### src/rtl/ram_loader_pkg.sv
// ram_loader_pkg
// Shared definitions for the RAM program loader: default geometry of the
// 16x8 program RAM and the loader FSM state encoding.
// Optional feature macro used by the loader: RAM_LOADER_VERIFY_EN.
package ram_loader_pkg;

    localparam int DEPTH_DFLT  = 16;  // words loaded per session
    localparam int ADDR_W_DFLT = 4;   // RAM address width, DEPTH == 2**ADDR_W
    localparam int DATA_W_DFLT = 8;   // RAM word width

    typedef enum logic [2:0] {
        IDLE        = 3'd0,
        LOAD        = 3'd1,
        VERIFY_RD   = 3'd2,
        VERIFY_WAIT = 3'd3,
        DONE        = 3'd4
    } state_t;

endpackage

### src/rtl/ram_loader_if.sv
// ram_loader_if
// Bundles the byte-stream input handshake and the RAM write/read port.
//   master : the loader (consumes the byte stream, drives the RAM port)
//   slave  : the environment (byte source and RAM)
// Signals:
//   in_valid/in_data/in_ready : program byte stream
//   ram_w_en/ram_r_en/ram_addr/ram_w_data : RAM strobes, address, write data
//   ram_r_data : registered RAM read data, valid one cycle after ram_r_en
//
// Handshake: a byte transfers on a rising clock edge where in_valid and
// in_ready are both high. The source holds in_valid/in_data stable until
// that edge; in_ready never depends combinationally on in_valid.
interface ram_loader_if
    import ram_loader_pkg::*;
#(
    parameter int ADDR_W = ADDR_W_DFLT,
    parameter int DATA_W = DATA_W_DFLT
);
    logic              in_valid;
    logic [DATA_W-1:0] in_data;
    logic              in_ready;
    logic              ram_w_en;
    logic              ram_r_en;
    logic [ADDR_W-1:0] ram_addr;
    logic [DATA_W-1:0] ram_w_data;
    logic [DATA_W-1:0] ram_r_data;

    modport master (
        input  in_valid, in_data, ram_r_data,
        output in_ready, ram_w_en, ram_r_en, ram_addr, ram_w_data
    );

    modport slave (
        output in_valid, in_data, ram_r_data,
        input  in_ready, ram_w_en, ram_r_en, ram_addr, ram_w_data
    );

endinterface

### src/rtl/ram_loader_sum.sv
// ram_loader_sum
// Clearable DATA_W-bit modular accumulator (sum wraps modulo 2**DATA_W).
// Ports:
//   clk, rst_n : clock, asynchronous active-low reset
//   clr_i      : clear to zero (has priority over add_i)
//   add_i      : add data_i this cycle
//   data_i     : value to add
//   sum_o      : registered running sum
module ram_loader_sum
    import ram_loader_pkg::*;
#(
    parameter int DATA_W = DATA_W_DFLT
) (
    input  logic              clk,
    input  logic              rst_n,
    input  logic              clr_i,
    input  logic              add_i,
    input  logic [DATA_W-1:0] data_i,
    output logic [DATA_W-1:0] sum_o
);
    logic [DATA_W-1:0] sum_q, sum_d;

    always_comb begin
        sum_d = sum_q;
        if (clr_i) begin
            sum_d = '0;
        end else if (add_i) begin
            sum_d = sum_q + data_i;
        end
    end

    always_ff @(posedge clk or negedge rst_n) begin
        if (!rst_n) begin
            sum_q <= '0;
        end else begin
            sum_q <= sum_d;
        end
    end

    assign sum_o = sum_q;

endmodule

### src/rtl/ram_loader.sv
// ram_loader
// Loads a DEPTH-word program image from a byte stream into the program RAM,
// holding the CPU halted while it owns the RAM. With RAM_LOADER_VERIFY_EN
// defined, the image is read back afterwards and its sum compared with the
// sum taken during loading; a mismatch raises error.
// Ports:
//   clk, rst_n   : clock, asynchronous active-low reset
//   start        : level; begins a session in IDLE or DONE
//   bus          : byte stream + RAM port (ram_loader_if.master)
//   cpu_halt     : high while a session is in progress
//   busy         : session in progress
//   done         : session finished (level, cleared by next accepted start)
//   error        : readback sum mismatch (level, cleared by next start)
//   dbg_state_o  : current FSM state
module ram_loader
    import ram_loader_pkg::*;
#(
    parameter int DEPTH  = DEPTH_DFLT,
    parameter int ADDR_W = ADDR_W_DFLT,
    parameter int DATA_W = DATA_W_DFLT
) (
    input  logic         clk,
    input  logic         rst_n,
    input  logic         start,
    ram_loader_if.master bus,
    output logic         cpu_halt,
    output logic         busy,
    output logic         done,
    output logic         error,
    output state_t       dbg_state_o
);
    // Counter is one bit wider than the address so that reaching DEPTH is a
    // distinct terminal value instead of wrapping back onto address 0.
    localparam logic [ADDR_W:0] CNT_END = (ADDR_W + 1)'(DEPTH);

    state_t            state_q, state_d;
    logic [ADDR_W:0]   count_q, count_d;
    logic              w_en_q, w_en_d;
    logic [ADDR_W-1:0] addr_q, addr_d;
    logic [DATA_W-1:0] wdata_q, wdata_d;
    logic              at_end;

    assign at_end = (count_q == CNT_END);

`ifdef RAM_LOADER_VERIFY_EN
    logic              r_en_q, r_en_d;
    logic              rd_vld_q;
    logic              err_q, err_d;
    logic              start_acc;
    logic [DATA_W-1:0] ck_sum, rs_sum;

    assign start_acc = ((state_q == IDLE) || (state_q == DONE)) && start;
`endif

    always_comb begin
        state_d = state_q;
        count_d = count_q;
        w_en_d  = 1'b0;
        addr_d  = addr_q;
        wdata_d = wdata_q;
`ifdef RAM_LOADER_VERIFY_EN
        r_en_d  = 1'b0;
        err_d   = err_q;
`endif
        case (state_q)
            IDLE, DONE: begin
                if (start) begin
                    state_d = LOAD;
                    count_d = '0;
`ifdef RAM_LOADER_VERIFY_EN
                    err_d   = 1'b0;
`endif
                end
            end
            LOAD: begin
                // The cycle spent at the terminal count lets the final
                // write strobe reach the RAM before the session moves on.
                if (at_end) begin
                    count_d = '0;
`ifdef RAM_LOADER_VERIFY_EN
                    state_d = VERIFY_RD;
`else
                    state_d = DONE;
`endif
                end else if (bus.in_valid) begin
                    w_en_d  = 1'b1;
                    addr_d  = count_q[ADDR_W-1:0];
                    wdata_d = bus.in_data;
                    count_d = count_q + 1'b1;
                end
            end
`ifdef RAM_LOADER_VERIFY_EN
            VERIFY_RD: begin
                if (at_end) begin
                    state_d = VERIFY_WAIT;
                end else begin
                    r_en_d  = 1'b1;
                    addr_d  = count_q[ADDR_W-1:0];
                    count_d = count_q + 1'b1;
                end
            end
            VERIFY_WAIT: begin
                // Last read word is on ram_r_data now; fold it in directly.
                err_d   = ((rs_sum + bus.ram_r_data) != ck_sum);
                state_d = DONE;
            end
`endif
            default: state_d = IDLE;
        endcase
    end

    always_ff @(posedge clk or negedge rst_n) begin
        if (!rst_n) begin
            state_q <= IDLE;
            count_q <= '0;
            w_en_q  <= 1'b0;
            addr_q  <= '0;
            wdata_q <= '0;
        end else begin
            state_q <= state_d;
            count_q <= count_d;
            w_en_q  <= w_en_d;
            addr_q  <= addr_d;
            wdata_q <= wdata_d;
        end
    end

`ifdef RAM_LOADER_VERIFY_EN
    always_ff @(posedge clk or negedge rst_n) begin
        if (!rst_n) begin
            r_en_q   <= 1'b0;
            rd_vld_q <= 1'b0;
            err_q    <= 1'b0;
        end else begin
            r_en_q   <= r_en_d;
            rd_vld_q <= r_en_q;  // RAM returns data the cycle after the strobe
            err_q    <= err_d;
        end
    end

    ram_loader_sum #(.DATA_W(DATA_W)) u_checksum (
        .clk    (clk),
        .rst_n  (rst_n),
        .clr_i  (start_acc),
        .add_i  (w_en_d),
        .data_i (bus.in_data),
        .sum_o  (ck_sum)
    );

    ram_loader_sum #(.DATA_W(DATA_W)) u_readsum (
        .clk    (clk),
        .rst_n  (rst_n),
        .clr_i  (start_acc),
        .add_i  (rd_vld_q),
        .data_i (bus.ram_r_data),
        .sum_o  (rs_sum)
    );

    assign bus.ram_r_en = r_en_q;
    assign error        = err_q;
`else
    logic unused_r_data;
    assign unused_r_data = ^bus.ram_r_data;
    assign bus.ram_r_en  = 1'b0;
    assign error         = 1'b0;
`endif

    assign bus.in_ready   = (state_q == LOAD) && !at_end;
    assign bus.ram_w_en   = w_en_q;
    assign bus.ram_addr   = addr_q;
    assign bus.ram_w_data = wdata_q;
    assign busy           = (state_q == LOAD) || (state_q == VERIFY_RD) ||
                            (state_q == VERIFY_WAIT);
    assign cpu_halt       = busy;
    assign done           = (state_q == DONE);
    assign dbg_state_o    = state_q;

endmodule

### src/flat_wrapper.sv
// flat-port wrapper written by rule: the top's interface ports become plain ports
module ram_loader_flat import ram_loader_pkg::*;
#(
    parameter int DEPTH  = DEPTH_DFLT,
    parameter int ADDR_W = ADDR_W_DFLT,
    parameter int DATA_W = DATA_W_DFLT
)
  (clk, rst_n, start, cpu_halt, busy, done, error, dbg_state_o, bus_in_valid, bus_in_data, bus_ram_r_data, bus_in_ready, bus_ram_w_en, bus_ram_r_en, bus_ram_addr, bus_ram_w_data);
  ram_loader_if #(.ADDR_W(ADDR_W), .DATA_W(DATA_W)) bus_i ();
  input  logic clk;
  input  logic rst_n;
  input  logic start;
  output logic cpu_halt;
  output logic busy;
  output logic done;
  output logic error;
  output state_t dbg_state_o;
  input wire logic [$bits(bus_i.in_valid)-1:0] bus_in_valid;
  input wire logic [$bits(bus_i.in_data)-1:0] bus_in_data;
  input wire logic [$bits(bus_i.ram_r_data)-1:0] bus_ram_r_data;
  output wire logic [$bits(bus_i.in_ready)-1:0] bus_in_ready;
  output wire logic [$bits(bus_i.ram_w_en)-1:0] bus_ram_w_en;
  output wire logic [$bits(bus_i.ram_r_en)-1:0] bus_ram_r_en;
  output wire logic [$bits(bus_i.ram_addr)-1:0] bus_ram_addr;
  output wire logic [$bits(bus_i.ram_w_data)-1:0] bus_ram_w_data;
  assign bus_i.in_valid = bus_in_valid;
  assign bus_i.in_data = bus_in_data;
  assign bus_i.ram_r_data = bus_ram_r_data;
  assign bus_in_ready = bus_i.in_ready;
  assign bus_ram_w_en = bus_i.ram_w_en;
  assign bus_ram_r_en = bus_i.ram_r_en;
  assign bus_ram_addr = bus_i.ram_addr;
  assign bus_ram_w_data = bus_i.ram_w_data;
  ram_loader #(.DEPTH(DEPTH), .ADDR_W(ADDR_W), .DATA_W(DATA_W)) u_core (.clk(clk), .rst_n(rst_n), .start(start), .bus(bus_i), .cpu_halt(cpu_halt), .busy(busy), .done(done), .error(error), .dbg_state_o(dbg_state_o));
endmodule
### config.mk
export PLATFORM = sky130hd
export DESIGN_NAME = ram_loader_flat
export DESIGN_NICKNAME = d
export VERILOG_FILES = /design/src/rtl/ram_loader_pkg.sv /design/src/rtl/ram_loader_if.sv /design/src/rtl/ram_loader_sum.sv /design/src/rtl/ram_loader.sv /design/src/flat_wrapper.sv
export SDC_FILE = /design/constraint.sdc
export NUM_CORES = 1
export LEC_CHECK = 0
export CAP_MARGIN = 25
export CORE_ASPECT_RATIO = 1.25
export CORE_MARGIN = 5
export CORE_UTILIZATION = 44
export DETAILED_ROUTE_END_ITERATION = 10
export PLACE_DENSITY_LB_ADDON = 0.1
export SLEW_MARGIN = 20
export SYNTH_ARGS = -nofsm -noshare
export SYNTH_HDL_FRONTEND = slang
export SYNTH_SLANG_ARGS = --single-unit
### constraint.sdc
create_clock -name clk -period 3.6 [get_ports clk]
set_input_delay 0.9 -clock clk [delete_from_list [all_inputs] [get_ports clk]]
set_output_delay 0.9 -clock clk [all_outputs]
set_load 0.02 [all_outputs]
==> results.yml, run 1 <==
critical_path:
  r2r_start: "u_core.dbg_state_o[2]"
  cp_top_family: "buffers and inverters"
  path_cells: "nand2b_1 > inv_8 > nand2_1 > inv_1 > clkdlybuf4s50_1"
  worst-path-buf-inv: 3
  worst_path_max_delay_cell: "clkdlybuf4s50_1"
  reg2reg_depth: 4
  crit_cells: 5
  critical-path-max-stage-delay_ps: 600
  path_class: "flop to output port"
  end_kind: "output port"
  endpoint: "bus_in_ready"
  cp-startpoint: "u_core.dbg_state_o[2]"
  r2r_end: "u_core.bus.ram_w_data[2]"
  cp_data_arrival_time_ps: 1950
  crit_fanout: 9
  regToRegSetupSlack_ps: 1880
  cp-start-kind: "flop"
  required_ps: 2700
placed_design:
  dp.cells: 131
  dpl_worst_slack_ps: 1070
  dp_hpwl_um: 1340
  io_buffers: 30
  gp_congestion: 0.805
synth:
  synthCells: 75
  synth_top_area_frac: 0.510
  post-synth-top-count-cell: "dfrtp_1"
  synth_seq_cells: 20
  yosysWarnings: 0
  synth.largest_area_cell: "dfrtp_1"
  ys.flop_type: "dfrtp_1"
  async_flop_share: 1.00
  seq_area_frac_synth: 0.510
  yosysUniqueCellTypes: 27
  synth_common_cells: "20 x dfrtp_1, 8 x mux2_4, 5 x buf_4, 5 x mux2_2"
  synth-edff-count: 0
  netlist_area_um2: 982
  avgSynthCellArea_um2: 13.1
  post_synth_main_area_contributors: "dfrtp_1 51%, mux2_4 12%, mux2_2 5.7%"
timing:
  slew_violations: 0
  tns_ps: 0
  hold_ws_ps: 518
  period_needed_ps: 2850
  finalHoldViolCount: 0
  max_clock_freq_ghz: 0.351
  rsz0062_at_grt: "no"
  finClkSkew_ps: 3.41
  min_period_over_period: 0.791
  setup_slack_ps: 753
  final-setup-viol-count: 0
detailed_routing:
  drc: 0
  drt_first_pass_iters: 4
  drt-total-wl_um: 1780
  drt_iter0_markers: 4
  ant_nets: 0
  vias: 664
  vias_per_cell: 4.92
  wl_per_cell_um: 13.2
die:
  start_util: 0.454
  die_x_um: 52.3
  io_pins: 42
  design.die.area_um2: 3280
  rows: 19
  core_area_um2: 2160
  die-height_um: 62.8
worst_hold_path:
  hold_class: "flop to flop"
clocking:
  post_cts_buffers: 0
  cts_tree: "built"
  path_clk_slew_ps: 100
  htree_levels: 1
  cts_made_buffers: 3
  hold_buffers: 0
  clock_latency_ps: 290
  clockRootBuffer: "clkbuf_4"
  cts_max_path_buffers: 2
  clock_sinks: 20
  cts_resized: 0
power:
  ir_worst_vdd_mv: 0.468
  power_leakage_nw: 0.575
  powerDensity_nw_per_um2: 802
global_route:
  grt_remaining_overflow: 0
  grt_pass1_wl_um: 3330
  grt_pass1_vias: 739
  grt_use_total: 0.132
  grt_start_max_net_pins: 21
  antenna_found_initial: 0
cells_and_area:
  drive_gt1_frac: 0.192
  final_nets: 128
  area_growth_syn_to_layout_pct: 32.1
  final_cell_count_no_fill: 135
  final_core_util: 0.600
  antenna_cells: 0
status:
  status: "finished, final reports clean"
flow_run:
  maxCapViolCount: 0
[cell type report]
| class | instances | area, µm² |
|---|---|---|
| multi-input cells | 45 | 394 |
| clock buffers | 3 | 22.5 |
| fillers | 176 | 866 |
| inverters | 5 | 26.3 |
| repair buffers | 31 | 315 |
| well taps | 31 | 38.8 |
| flip-flops and latches | 20 | 500 |
[worst register-to-register path: stages (launching register included)]
cell and delay, ps:
dfrtp_1 400, nand2b_1 340, inv_8 160, and3_4 340, mux2_2 370
[worst min-delay path by stage]
stage | start | to | slack, ps | depth (start not counted)
floorplan | u_core.count_q[2] | u_core.count_q[2] | 520 | 1
detailed placement | u_core.bus.ram_w_data[1] | u_core.bus.ram_w_data[1] | 500 | 1
global placement | u_core.bus.ram_w_data[3] | u_core.bus.ram_w_data[3] | 490 | 1
finish | u_core.bus.ram_w_data[2] | u_core.bus.ram_w_data[2] | 520 | 1
global route | u_core.bus.ram_w_data[3] | u_core.bus.ram_w_data[3] | 540 | 1
CTS | u_core.bus.ram_w_data[4] | u_core.bus.ram_w_data[4] | 520 | 1
[power breakdown]
group | switching, mW | internal, mW | leakage, nW | total, mW
Clock | 0.0597 | 0.0388 | 0.0138 | 0.0985
Combinational | 0.252 | 0.296 | 0.321 | 0.548
Sequential | 0.0742 | 0.320 | 0.240 | 0.395
[logic make-up (layout without fill, tap and decap cells)]
kind of cell / after synthesis / after routing / share of synthesized area
muxes: 13 / 13 / 0.180
AOI/OAI and AO/OA: 7 / 7 / 0.0535
adders and majority gates: 2 / 2 / 0.0255
buffers and inverters: 12 / 39 / 0.0968
DFF: 20 / 20 / 0.510
other: 1 / 3 / 0.00382
and+or+nand+nor: 20 / 20 / 0.131
[flip-flops by register name, indices dropped and copies added, names as in the netlist]
register / cells
u_core.bus.ram_w_data: 8
u_core.bus.ram_addr: 4
u_core.bus.ram_w_en: 1
u_core.dbg_state_o: 2
u_core.count_q: 5
[per-stage QoR]
step / power, mW / area (µm²)
5_1_grt: 1.12 / 1300
2_1_floorplan: 0.752 / 990
3_3_place_gp: 0.940 / 1260
6_report: 1.04 / 1300
3_5_place_dp: 0.952 / 1260
4_1_cts: 1.06 / 1280
[placed cells by master, fill, tap and decap left out, types with 2 or more instances in the layout]
cell type        netlist  final
conb_1                 1      3
dfrtp_1               20     20
mux2_4                 8      8
nand3_1                4      4
nand2b_1               2      2
mux2_2                 5      5
or3_1                  2      2
o211ai_1               2      2
ha_1                   2      2
nand2_1                3      3
clkbuf_4               0      3
nand4_1                3      3
clkdlybuf4s50_1        0     30
inv_1                  4      4
[per-layer routing]
layer	track usage	share of wire	vias to the layer above
li1	-	-	319
met4	0.0703	0.0073	0
met2	0.193	0.47	27
met3	0.0310	0.071	2
met1	0.178	0.45	316
met5	0	0	-
Note: power is estimated with default switching activity, not from simulation.
==> run 2: changes to the inputs <==
--- a/config.mk
+++ b/config.mk
@@ -8,7 +8,7 @@
 export CAP_MARGIN = 25
 export CORE_ASPECT_RATIO = 1.25
 export CORE_MARGIN = 5
-export CORE_UTILIZATION = 44
+export CORE_UTILIZATION = 41
 export DETAILED_ROUTE_END_ITERATION = 10
 export PLACE_DENSITY_LB_ADDON = 0.1
 export SLEW_MARGIN = 20
==> constraint.sdc (replaced) <==
create_clock -name clk -period 2.9 [get_ports clk]
set_input_delay 0.725 -clock clk [delete_from_list [all_inputs] [get_ports clk]]
set_output_delay 0.725 -clock clk [all_outputs]
set_load 0.02 [all_outputs]
==> run 2 against run 1 <==
Final area shrank 0.58%. Critical path depth did not move. Sequential power rose by 24%. Critical path type unchanged. Critical endpoint unchanged.
==> results.yml, run 2 (synthesis results as in run 1) <==
power:
  power_frac_comb: 0.527
  finalPower_mw: 1.29
  p_seq_frac: 0.378
  share_clk_of_total_power: 0.095
  powerDensity_nw_per_um2: 1000
  intPower_uw: 812
  p_sw_uw: 481
  p_sw_frac: 0.372
  power_leakage_nw: 0.572
  ir_worst_vdd_mv: 0.580
cells_and_area:
  final_cell_count_no_fill: 135
  mostFrequentLayoutCell: "clkdlybuf4s50_1"
  drive_gt1_frac: 0.192
  final_nets: 128
  fill_cells: 203
  largest_reg_flops: 8
  area_growth_syn_to_layout_pct: 31.3
  fin_area_um2: 1290
  multi_input_area_um2: 394
  mostFrequentLayoutCells: "30 x clkdlybuf4s50_1, 20 x dfrtp_1, 8 x mux2_4"
  seq_area_um2: 500
  antenna_cells: 0
flow_run:
  maxCapViolCount: 0
global_route:
  antenna_found_initial: 0
  grt_pass1_vias: 679
  gr-max-usage-layer: "met2"
  met3_usage: 0.0321
  grt_pass1_wl_um: 3110
  grt_start_max_net_pins: 21
  use_met1: 0.149
  use_met2: 0.186
  grt_remaining_overflow: 0
  grt_use_total: 0.121
critical_path:
  cp-start-kind: "flop"
  regToRegSetupSlack_ps: 1160
  required_ps: 2170
  crit_fanout: 9
  cp_data_arrival_time_ps: 1960
  path_class: "flop to output port"
  end_kind: "output port"
detailed_routing:
  drt_iter0_markers: 3
  vias_per_cell: 4.99
  wl_per_cell_um: 13.9
  drt_first_pass_iters: 4
  drc: 0
  ant_nets: 0
  drt-total-wl_um: 1880
  vias: 673
placed_design:
  gp_congestion: 0.791
  dp_hpwl_um: 1420
  placed_area_um2: 1270
  dpl_worst_slack_ps: 539
  dp.cells: 132
  io_buffers: 30
timing:
  max_clock_freq_ghz: 0.372
  final-setup-viol-count: 0
  min_period_over_period: 0.927
  tns_ps: 0
  setup_slack_ps: 210
  period_needed_ps: 2690
  rsz0062_at_grt: "no"
  finalHoldViolCount: 0
  slew_violations: 0
  finClkSkew_ps: 9.54
die:
  die_x_um: 53.8
  die-height_um: 64.7
  core_area_um2: 2260
  design.die.area_um2: 3480
  start_util: 0.435
  rows: 19
  io_pins: 42
clocking:
  hold_buffers: 0
  post_cts_buffers: 0
  clock_sinks: 20
  cts_made_buffers: 3
  cts_tree: "built"
  path_clk_slew_ps: 110
  cts_resized: 0
  clock_latency_ps: 290
  clockRootBuffer: "clkbuf_4"
  htree_levels: 1
  cts_max_path_buffers: 2
status:
  status: "finished, final reports clean"
worst_hold_path:
  hold_class: "flop to flop"
[run 2: cell counts in the layout (fill, tap and decap cells not counted)]
Identical to the previous run, type by type.
[run 2: critical path, cell delays in order (launching register included)]
cell	delay, ps
dfrtp_1	400
nand2b_1	360
inv_8	160
nand2_1	100
inv_1	60
clkdlybuf4s50_1	590
[run 2: power groups by stage]
stage	logic (mW)	registers (mW)	clock network, mW
CTS	0.693	0.490	0.129
finish	0.681	0.489	0.123
global placement	0.682	0.487	0
detailed placement	0.690	0.497	0
global route	0.733	0.512	0.146
floorplan	0.347	0.587	0
[run 2: metal layers]
metal	wire length [µm]	share of wire
met2	945	0.50
met3	150	0.080
met1	765	0.41
met5	0	0
met4	17	0.0090
[run 2: through the flow]
stage / util / hold slack (ps)
3_5_place_dp: 0.561 / 492
4_1_cts: 0.571 / 518
2_1_floorplan: - / 429
6_report: 0.571 / 513
3_3_place_gp: 0.561 / 487
5_1_grt: 0.571 / 537
[run 2: worst paths after layout]
path | depth (start not counted) | start | endpoint
worst min register to register | 1 | u_core.bus.ram_w_data[7] | u_core.bus.ram_w_data[7]
worst max-delay path | 5 | u_core.dbg_state_o[2] | bus_in_ready
max in group asynchronous | 2 | rst_n | u_core.count_q[3]
worst min-delay path | 1 | u_core.bus.ram_w_data[7] | u_core.bus.ram_w_data[7]
worst max register to register | 4 | u_core.dbg_state_o[2] | u_core.bus.ram_w_data[3]
min in group asynchronous | 2 | rst_n | u_core.bus.ram_w_data[5]
[run 2: area by class of cell]
class | instances | share of cell area
clock buffer | 3 | 0.0175
inverter | 5 | 0.0204
multi-input combinational | 45 | 0.306
sequential | 20 | 0.388
tap | 31 | 0.0301
timing repair buffer | 31 | 0.239
==> run 3: changes to the inputs <==
--- a/config.mk
+++ b/config.mk
@@ -8,8 +8,9 @@
 export CAP_MARGIN = 25
 export CORE_ASPECT_RATIO = 1.25
 export CORE_MARGIN = 5
-export CORE_UTILIZATION = 41
+export CORE_UTILIZATION = 60
 export DETAILED_ROUTE_END_ITERATION = 10
+export DONT_BUFFER_PORTS = 1
 export PLACE_DENSITY_LB_ADDON = 0.1
 export SLEW_MARGIN = 20
 export SYNTH_ARGS = -nofsm -noshare
==> run 3 against run 2 <==
Clock power hardly changed. Sequential share of layout area up 13 points. Sequential power grew 25%. Critical path depth shrank 1. Global-route usage grew 1.1 points. Register-to-register slack lost 150 ps. Critical path type unchanged. Largest power group is now registers.
==> results.yml, run 3 (synthesis results as in run 1) <==
status:
  status: "finished, final reports clean"
placed_design:
  io_buffers: 0
  gp_congestion: 0.841
  dpl_worst_slack_ps: 875
  dp_hpwl_um: 1100
timing:
  tns_ps: 0
  slew_violations: 0
  final-setup-viol-count: 0
  min_period_over_period: 0.804
  setup_slack_ps: 568
  finalHoldViolCount: 0
  hold_ws_ps: 120
  max_clock_freq_ghz: 0.429
  finClkSkew_ps: 4.07
  rsz0062_at_grt: "no"
  period_needed_ps: 2330
clocking:
  clock_latency_ps: 280
  cts_resized: 0
  hold_buffers: 0
  cts_max_path_buffers: 2
  clockRootBuffer: "clkbuf_4"
  post_cts_buffers: 0
  cts_tree: "built"
  cts_made_buffers: 3
  path_clk_slew_ps: 100
  htree_levels: 1
  clock_sinks: 20
global_route:
  grt_pass1_wl_um: 2550
  gr-max-usage-layer: "met2"
  grt_pass1_vias: 565
  use_met1: 0.178
  use_met2: 0.189
  antenna_found_initial: 0
  grt_remaining_overflow: 0
  grt_use_total: 0.132
  met3_usage: 0.0390
  grt_start_max_net_pins: 21
cells_and_area:
  multi_input_area_um2: 394
  fill_cells: 126
  antenna_cells: 0
  drive_gt1_frac: 0.260
  largest_reg_flops: 8
  final_nets: 97
  area_growth_syn_to_layout_pct: -1.66
  mostFrequentLayoutCell: "dfrtp_1"
  mostFrequentLayoutCells: "20 x dfrtp_1, 8 x mux2_4, 5 x mux2_2"
  seq_area_um2: 500
critical_path:
  crit_fanout: 9
  regToRegSetupSlack_ps: 1010
  cp-start-kind: "flop"
  r2r_end: "u_core.bus.ram_w_data[4]"
  path_class: "flop to output port"
  cp_data_arrival_time_ps: 1610
  r2r_start: "u_core.dbg_state_o[2]"
  end_kind: "output port"
  reg2reg_depth: 4
  required_ps: 2170
die:
  die-height_um: 55.2
  rows: 16
  start_util: 0.629
  io_pins: 42
  core_area_um2: 1560
  die_x_um: 46.2
  design.die.area_um2: 2550
detailed_routing:
  ant_nets: 0
  drt_iter0_markers: 0
  vias: 538
  drt_first_pass_iters: 1
  drc: 0
  wl_per_cell_um: 16.9
  vias_per_cell: 5.91
  drt-total-wl_um: 1540
power:
  powerDensity_nw_per_um2: 1110
  ir_worst_vdd_mv: 0.502
  power_leakage_nw: 0.450
flow_run:
  maxCapViolCount: 0
worst_hold_path:
  hold_class: "input pin to asynchronous set/reset pin"
[run 3: metrics by stage]
stage               std cells  cell area (µm²)   util  power (mW)
detailed placement         88              943  0.604       0.958
CTS                        91              966  0.619        1.08
global route               91              966  0.619        1.14
finish                     91              966  0.619        1.07
floorplan                  77              990      -       0.934
global placement           88              943  0.604       0.951
[run 3: worst max-delay path: stages, from the launching register on]
cell and delay, ps:
dfrtp_1 480, nand2b_1 370, inv_8 210, nand2_1 100, inv_1 160
[run 3: worst max-delay path by stage]
| stage | slack, ps | startpoint | endpoint | depth (start not counted) |
|---|---|---|---|---|
| global placement | 860 | u_core.dbg_state_o[2] | bus_in_ready | 4 |
| CTS | 540 | u_core.dbg_state_o[2] | bus_in_ready | 4 |
| detailed placement | 870 | u_core.dbg_state_o[2] | bus_in_ready | 4 |
| global route | 450 | u_core.dbg_state_o[2] | bus_in_ready | 4 |
| floorplan | 1100 | u_core.dbg_state_o[2] | bus_in_ready | 5 |
| finish | 570 | u_core.dbg_state_o[2] | bus_in_ready | 4 |
[run 3: metal layers]
metal / wire length (µm) / up-vias
met5: 0 / -
met4: 14 / 0
met3: 147 / 2
met2: 718 / 21
met1: 661 / 258
li1: - / 257
[run 3: power by group]
group	total (mW)	switching [mW]	internal, mW
logic	0.338	0.156	0.182
clock network	0.120	0.0720	0.0482
registers	0.611	0.213	0.398
[run 3: final cells by class]
| type | instances | share of cell area |
|---|---|---|
| clock buffer | 3 | 0.0233 |
| inverter | 5 | 0.0272 |
| multi-input combinational | 45 | 0.408 |
| sequential | 20 | 0.518 |
| tap | 18 | 0.0233 |
